--- config.mk ---
export PLATFORM = sky130hd
export DESIGN_NAME = ex_mem_stage
export DESIGN_NICKNAME = d
export VERILOG_FILES = /design/src/rtl/ex_mem_stage.sv
export SDC_FILE = /design/constraint.sdc
export NUM_CORES = 1
export LEC_CHECK = 0
export BUFFER_PORTS_ARGS = -buffer_cell sky130_fd_sc_hd__buf_2
export CORE_AREA = 5 5 186 188
export DETAILED_ROUTE_END_ITERATION = 7
export DIE_AREA = 0 0 191 193
export GPL_TIMING_DRIVEN = 0
export PLACE_DENSITY = 0.7
export RECOVER_POWER = 50
export SLEW_MARGIN = 20
export SYNTH_ARGS = -nofsm -noshare
export SYNTH_HDL_FRONTEND = slang
export SYNTH_SLANG_ARGS = --single-unit
--- constraint.sdc ---
create_clock -name clk -period 0.8 [get_ports clk]
set_clock_uncertainty 0.05 [all_clocks]
set_input_delay 0.24 -clock clk [delete_from_list [all_inputs] [get_ports clk]]
set_output_delay 0.24 -clock clk [all_outputs]
set_load 0.02 [all_outputs]
--- src/rtl/ex_mem_stage.sv ---
// EX/MEM pipeline register with flush, hold, bubble and advance actions, plus
// the multiply-accumulate loopback (hilo_temp/cnt) that returns to EX while
// EX is stalled on a multi-cycle operation.
module ex_mem_stage #(
    parameter int DW  = 32,
    parameter int AW  = 5,
    parameter int OPW = 8,
    parameter int CW  = 2
) (
    input  logic            clk,
    input  logic            rst,
    input  logic            flush,
    input  logic            ex_stall,
    input  logic            mem_stall,
    input  logic            ex_valid,
    input  logic [AW-1:0]   ex_wd,
    input  logic            ex_wreg,
    input  logic [DW-1:0]   ex_wdata,
    input  logic [OPW-1:0]  ex_aluop,
    input  logic [DW-1:0]   ex_mem_addr,
    input  logic [DW-1:0]   ex_reg2,
    input  logic            ex_whilo,
    input  logic [DW-1:0]   ex_hi,
    input  logic [DW-1:0]   ex_lo,
    input  logic [2*DW-1:0] hilo_temp_i,
    input  logic [CW-1:0]   cnt_i,
    output logic            mem_valid,
    output logic [AW-1:0]   mem_wd,
    output logic            mem_wreg,
    output logic [DW-1:0]   mem_wdata,
    output logic [OPW-1:0]  mem_aluop,
    output logic [DW-1:0]   mem_mem_addr,
    output logic [DW-1:0]   mem_reg2,
    output logic            mem_whilo,
    output logic [DW-1:0]   mem_hi,
    output logic [DW-1:0]   mem_lo,
    output logic [2*DW-1:0] hilo_temp_o,
    output logic [CW-1:0]   cnt_o
);

    // Stage register: flush beats hold, hold beats bubble, bubble beats advance.
    // A bubble keeps the accumulate loopback alive; an advance retires it.
    always_ff @(posedge clk or negedge rst) begin
        if (!rst) begin
            mem_valid    <= 1'b0;
            mem_wd       <= '0;
            mem_wreg     <= 1'b0;
            mem_wdata    <= '0;
            mem_aluop    <= '0;
            mem_mem_addr <= '0;
            mem_reg2     <= '0;
            mem_whilo    <= 1'b0;
            mem_hi       <= '0;
            mem_lo       <= '0;
            hilo_temp_o  <= '0;
            cnt_o        <= '0;
        end else if (flush) begin
            mem_valid    <= 1'b0;
            mem_wd       <= '0;
            mem_wreg     <= 1'b0;
            mem_wdata    <= '0;
            mem_aluop    <= '0;
            mem_mem_addr <= '0;
            mem_reg2     <= '0;
            mem_whilo    <= 1'b0;
            mem_hi       <= '0;
            mem_lo       <= '0;
            hilo_temp_o  <= '0;
            cnt_o        <= '0;
        end else if (mem_stall) begin
            // hold: every register keeps its value
            mem_valid    <= mem_valid;
        end else if (ex_stall) begin
            mem_valid    <= 1'b0;
            mem_wd       <= '0;
            mem_wreg     <= 1'b0;
            mem_wdata    <= '0;
            mem_aluop    <= '0;
            mem_mem_addr <= '0;
            mem_reg2     <= '0;
            mem_whilo    <= 1'b0;
            mem_hi       <= '0;
            mem_lo       <= '0;
            hilo_temp_o  <= hilo_temp_i;
            cnt_o        <= cnt_i;
        end else begin
            // an empty EX slot is captured but can never write back
            mem_valid    <= ex_valid;
            mem_wd       <= ex_wd;
            mem_wreg     <= ex_wreg & ex_valid;
            mem_wdata    <= ex_wdata;
            mem_aluop    <= ex_aluop;
            mem_mem_addr <= ex_mem_addr;
            mem_reg2     <= ex_reg2;
            mem_whilo    <= ex_whilo & ex_valid;
            mem_hi       <= ex_hi;
            mem_lo       <= ex_lo;
            hilo_temp_o  <= '0;
            cnt_o        <= '0;
        end
    end

endmodule

==> impl_metrics.yaml, run 1 <==
layout:
  drive_above_1_share_pct: 56.3
  final_nets: 2046
  fin_area_sq_um: 20000
  final_util_pct: 60.8
  area_growth_pct: 84.8
routing:
  drt_iter0_markers: 531
  vias: 11800
  first_pass_iters: 7
  drc_errors: 0
  detail_route.wl_per_cell_microns: 22.2
  viasPerCell: 5.17
  antenna_left: 0
  wirelength_microns: 50300
setup_path:
  r2r-start: "hilo_temp_o[12]"
  reg2reg_slack_ps: -200
  cp.arrival_ps: 1130
  endpoint_kind: "output pin"
  cp-start-kind: "flip-flop"
  cp_top_family: "flip-flops"
  r2r_end: "hilo_temp_o[12]"
  worst_path_max_delay_cell: "dfrtp_1"
  crit_chain: "buf_6"
  path_max_fanout: 2
  crit_end: "hilo_temp_o[40]"
  critPathRequiredTime_ps: 510
  r2r_cells: 4
  path_buf_inv: 1
  cp.depth: 1
  startpoint: "hilo_temp_o[40]"
  cpPeakStageDelay_ps: 440
  crit_type: "flip-flop to output pin"
die:
  num_io_pins: 489
  fp.coreArea_sq_um: 32900
  die_w_microns: 191
  start_util_pct: 32.9
  dieArea_sq_um: 36900
  die_height_microns: 193
  rows: 67
clocking:
  clk_pin_slew_ps: 60
  cts.htree.levels: 1
  hold_buffers: 69
  clockBufferDepth: 3
  cts_root_buffer: "clkbuf_16"
  cts_made_buffers: 27
  clk_latency_ps: 530
  cts_num_sinks: 242
  cts_tree: "built"
global_route:
  antenna_found_initial: 5
  grt_pass1_vias: 11900
  grt_max_degree: 94
  grt_use_total_pct: 22.9
  grt_pass1_wl_microns: 67000
  grt_overflow: 0
sta:
  max_slew_margin_pct: 38.7
  fmax_mhz: 703
  fin_crit_sh_pct: 178
  maxSlewViolCount: 0
  rsz0062_at_grt: "true"
  final-hold-violation-count: 128
  setup_ws_ps: -623
  finalSetupViolations: 379
  period_needed_ps: 1420
  fin_setup_tns_ps: -141330
  tightestPinTransition_ps: 919
  worst_hold_slack_ps: -224
synth:
  ys_seq_area_share_pct: 55.9
  synthDistinctLibCells: 13
  syn-cell-area_sq_um: 10800
  avgSynthCellArea_sq_um: 10.1
  synth_fp_nets: 1323
  syn_inst: 1076
  ys_warn_count: 0
  ys_seq_elements: 242
placed_design:
  pre_cts_ws_ps: -954
  routabilityCongestion: 0.899
  dpl-instance-area_sq_um: 14100
  port_buffers: 485
  hpwl_microns: 29600
outcome:
  outcome: "finished, violations left"
  violations: "negative hold slack, negative setup slack"
power:
  power_density_nw_per_um2: 1620
  vdd_ir_drop_max_mv: 1.38
  p_leak_uw: 0.00939
job:
  maxCapViolations: 0
hold_path:
  hold_class: "input port to asynchronous set/reset pin"
## sequential cells by signal (all words and copies together), names as in the netlist
register      flops
cnt_o             2
hilo_temp_o      64
mem_aluop         8
mem_hi           32
mem_lo           32
mem_mem_addr     32
mem_reg2         32
mem_valid         1
mem_wd            5
mem_wdata        32
mem_whilo         1
mem_wreg          1
## synth_stat cells
cell type / count / area (sq um)
or3b_1: 168 / 1470
buf_2: 41 / 205
buf_1: 2 / 7.51
dfrtp_1: 242 / 6060
buf_12: 1 / 20.0
a21oi_1: 242 / 1210
clkbuf_1: 44 / 165
nand4bb_1: 2 / 22.5
nand3b_1: 66 / 495
or3b_2: 6 / 52.6
nand2_1: 242 / 908
buf_4: 1 / 7.51
buf_6: 19 / 214
## routing by layer
metal	track usage, %	part of all wire, %	up-vias
met2	39.4	50	643
li1	-	-	5140
met4	10.3	4.4	6
met3	7.15	9.3	156
met1	26.5	36	5807
met5	0	0.089	-
## worst min-delay path by stage
| stage | from | depth (start not counted) | endpoint |
|---|---|---|---|
| 2_1_floorplan | rst | 0 | cnt_o[0] |
| 3_3_place_gp | hilo_temp_i[49] | 3 | hilo_temp_o[49] |
| 4_1_cts | rst | 1 | mem_reg2[18] |
| 6_report | rst | 1 | mem_reg2[18] |
| 3_5_place_dp | rst | 1 | mem_reg2[18] |
| 5_1_grt | rst | 1 | mem_reg2[18] |
## cell type report
class	instances	area [sq um]
sequential	242	6060
fill	2401	12900
clock buffer	39	801
buffer	108	1020
timing repair buffer	694	6310
multi-input combinational	726	5140
tap	448	561
antenna	4	10.0
clock inverter	10	131
## kinds of logic (layout without fill, tap and decap cells)
| family | count (synthesis) | after routing | share of synthesized area (%) |
|---|---|---|---|
| flops | 242 | 242 | 55.9 |
| other cells | 0 | 4 | 0 |
| buf+inv | 108 | 851 | 5.72 |
| compound gates | 242 | 242 | 11.2 |
| simple gates | 484 | 484 | 27.2 |
## report_power, final
group	switching [uW]	total (uW)	internal, uW
Combinational	3070	6170	3100
Sequential	423	13100	12700
Clock	5240	13100	7890
## metrics by stage
| stage | total power [uW] | cells |
|---|---|---|
| detailed placement | 17200 | 2011 |
| floorplan | 15200 | 1076 |
| global placement | 17100 | 2009 |
| global route | 33500 | 2269 |
| finish | 32400 | 2271 |
| CTS | 31400 | 2194 |
## layout by cell type, fill, tap and decap left out, types with 60 or more instances in the layout
master         instances
dlygate4sd3_1         69
buf_2                247
nand2_2               60
nand3b_1              66
a21oi_2              124
dfrtp_1              242
a21oi_1              117
or3b_1               145
nand2_1              145
buf_6                389
## repair_timing
action,in CTS,in global routing
resized for setup,587,410
gates cloned,0,9
hold endpoints to repair,308,158
pin swaps,30,76
buffers inserted,65,79
endpoints found under the setup margin,449,545
Power figures use the tool's default switching activity.
==> inputs of run 2 (changes only) <==
--- a/config.mk
+++ b/config.mk
@@ -11,3 +11,2 @@
 export DIE_AREA = 0 0 191 193
-export GPL_TIMING_DRIVEN = 0
 export PLACE_DENSITY = 0.7
--- a/constraint.sdc
+++ b/constraint.sdc
@@ -4,2 +4,2 @@
 set_output_delay 0.24 -clock clk [all_outputs]
-set_load 0.02 [all_outputs]
+set_load 0.05 [all_outputs]
==> run 2 against run 1 <==
Power increased by 0.65%. Hold slack got worse by 18 ps. Final cell count shrank 5.1%. Maximum frequency down 1.5%. Setup slack worse by 22 ps. Routed wire length fell by 14%. Sequential share of layout area grew 3.6 points. Non-clock buffer count fell by 114. Clock-buffer cell count unchanged. The run still ends with negative hold slack, negative setup slack left. Clock power is essentially flat.
==> impl_metrics.yaml, run 2 (synthesized netlist as in run 1, its figures left out) <==
setup_path:
  crit_end: "cnt_o[1]"
  crit_type: "flip-flop to output pin"
  cp_top_family: "flip-flops"
  crit_chain: "buf_6"
  r2r_cells: 4
  r2r-start: "cnt_o[1]"
  path_buf_inv: 1
  cp-start-kind: "flip-flop"
  worst_path_max_delay_cell: "dfrtp_2"
  critPathRequiredTime_ps: 510
  startpoint: "cnt_o[1]"
  cp.arrival_ps: 1150
  reg2reg_slack_ps: -160
  endpoint_kind: "output pin"
  r2r_end: "cnt_o[1]"
  cpPeakStageDelay_ps: 450
  cp.depth: 1
  path_max_fanout: 2
routing:
  drc_errors: 0
  antenna_left: 0
  viasPerCell: 5.01
  detail_route.wl_per_cell_microns: 20.0
  wirelength_microns: 43200
  first_pass_iters: 5
  vias: 10800
  drt_iter0_markers: 578
clocking:
  clockBufferDepth: 3
  clk_pin_slew_ps: 60
  cts_num_sinks: 242
  clk_latency_ps: 530
  cts.htree.levels: 1
  cts_made_buffers: 27
  cts_root_buffer: "clkbuf_16"
  cts_tree: "built"
global_route:
  grt_use_total_pct: 20.6
  grt_overflow: 0
  antenna_found_initial: 4
  grt_pass1_vias: 11000
  grt_pass1_wl_microns: 61500
  grt_max_degree: 84
sta:
  max_slew_margin_pct: 44.7
  finalSetupViolations: 307
  worst_hold_slack_ps: -242
  period_needed_ps: 1440
  fin_crit_sh_pct: 181
  rsz0062_at_grt: "true"
  fmax_mhz: 692
  fin_setup_tns_ps: -148570
  maxSlewViolCount: 0
  setup_ws_ps: -645
  tightestPinTransition_ps: 830
  final-hold-violation-count: 62
layout:
  layout_common_cells: "buf_6 (254), buf_2 (241), nand2_1 (203), dfrtp_2 (193), a21oi_1 (189)"
  area_growth_pct: 71.7
  largest_reg_flops: 64
  multiInputGateArea_sq_um: 4550
  final_common_cell: "buf_6"
  final_nets: 1932
  fin_area_sq_um: 18600
  largest_register: "hilo_temp_o"
  drive_above_1_share_pct: 55.9
  seq_area_sq_um: 6300
  fillers: 2559
job:
  maxCapViolations: 0
power:
  power_density_nw_per_um2: 1750
  p_leak_uw: 0.00823
  vdd_ir_drop_max_mv: 1.42
  power.total_uw: 32600
die:
  rows: 67
  die_w_microns: 191
  start_util_pct: 32.9
  die_height_microns: 193
  dieArea_sq_um: 36900
  fp.coreArea_sq_um: 32900
  num_io_pins: 489
outcome:
  violations: "negative hold slack, negative setup slack"
  outcome: "finished, violations left"
placed_design:
  dpl-instance-area_sq_um: 14600
  port_buffers: 488
  routabilityCongestion: 0.819
  hpwl_microns: 25600
  pre_cts_ws_ps: -558
hold_path:
  hold_class: "input port to asynchronous set/reset pin"
[run 2: worst min path at each step]
stage	startpoint	endpoint	depth (start not counted)
after CTS	rst	mem_wdata[28]	1
after detailed placement	rst	mem_aluop[4]	1
after global placement	rst	mem_mem_addr[27]	1
final	rst	mem_aluop[4]	1
after global routing	rst	mem_wdata[28]	1
after floorplan	rst	cnt_o[0]	0
[run 2: power breakdown]
group / leakage [uW] / switching (uW) / internal, uW
registers: 0.00300 / 405 / 12700
clock network: 0.000453 / 5160 / 7900
logic: 0.00477 / 3700 / 2710
total: 0.00823 / 9270 / 23300
[run 2: cell type report]
| cell class | count | area share, % |
|---|---|---|
| clock inverters | 10 | 0.861 |
| repair buffers | 688 | 33.7 |
| multi-input cells | 726 | 24.5 |
| diodes | 3 | 0.0403 |
| flip-flops and latches | 242 | 33.8 |
| well taps | 448 | 3.01 |
| clock buffers | 39 | 4.09 |
[run 2: per-layer routing]
metal  global-route usage, %  vias to the layer above  routed length (microns)
met4                    6.99                        2                     1620
li1                        -                     4913                        -
met3                    6.43                      104                     4300
met2                    35.1                      578                    21200
met5                       0                        -                       20
met1                    24.9                     5209                    16000
[run 2: worst reg2reg max path, delay by kind of cell (launching register included)]
family	cells	cell delay, ps
DFF	1	450
buffers and inverters	2	240
and+or+nand+nor	1	60
AOI/OAI and AO/OA	1	60
[run 2: timing repair]
item                       CTS  global route
pin swaps                    4            17
gates cloned                 1             2
hold endpoints to repair   470           357
setup endpoints to repair  244           297
hold buffers                69             2
gates resized for setup    485           131
setup buffers               20            33
[run 2: stage by stage]
| step | instances | hold WS [ps] | util, % |
|---|---|---|---|
| after global placement | 1986 | 74.7 | 44.4 |
| after CTS | 2125 | -504 | 54.5 |
| final | 2156 | -242 | 56.5 |
| after floorplan | 1076 | -106 | - |
| after detailed placement | 1986 | 72.8 | 44.4 |
| after global routing | 2156 | -243 | 56.5 |
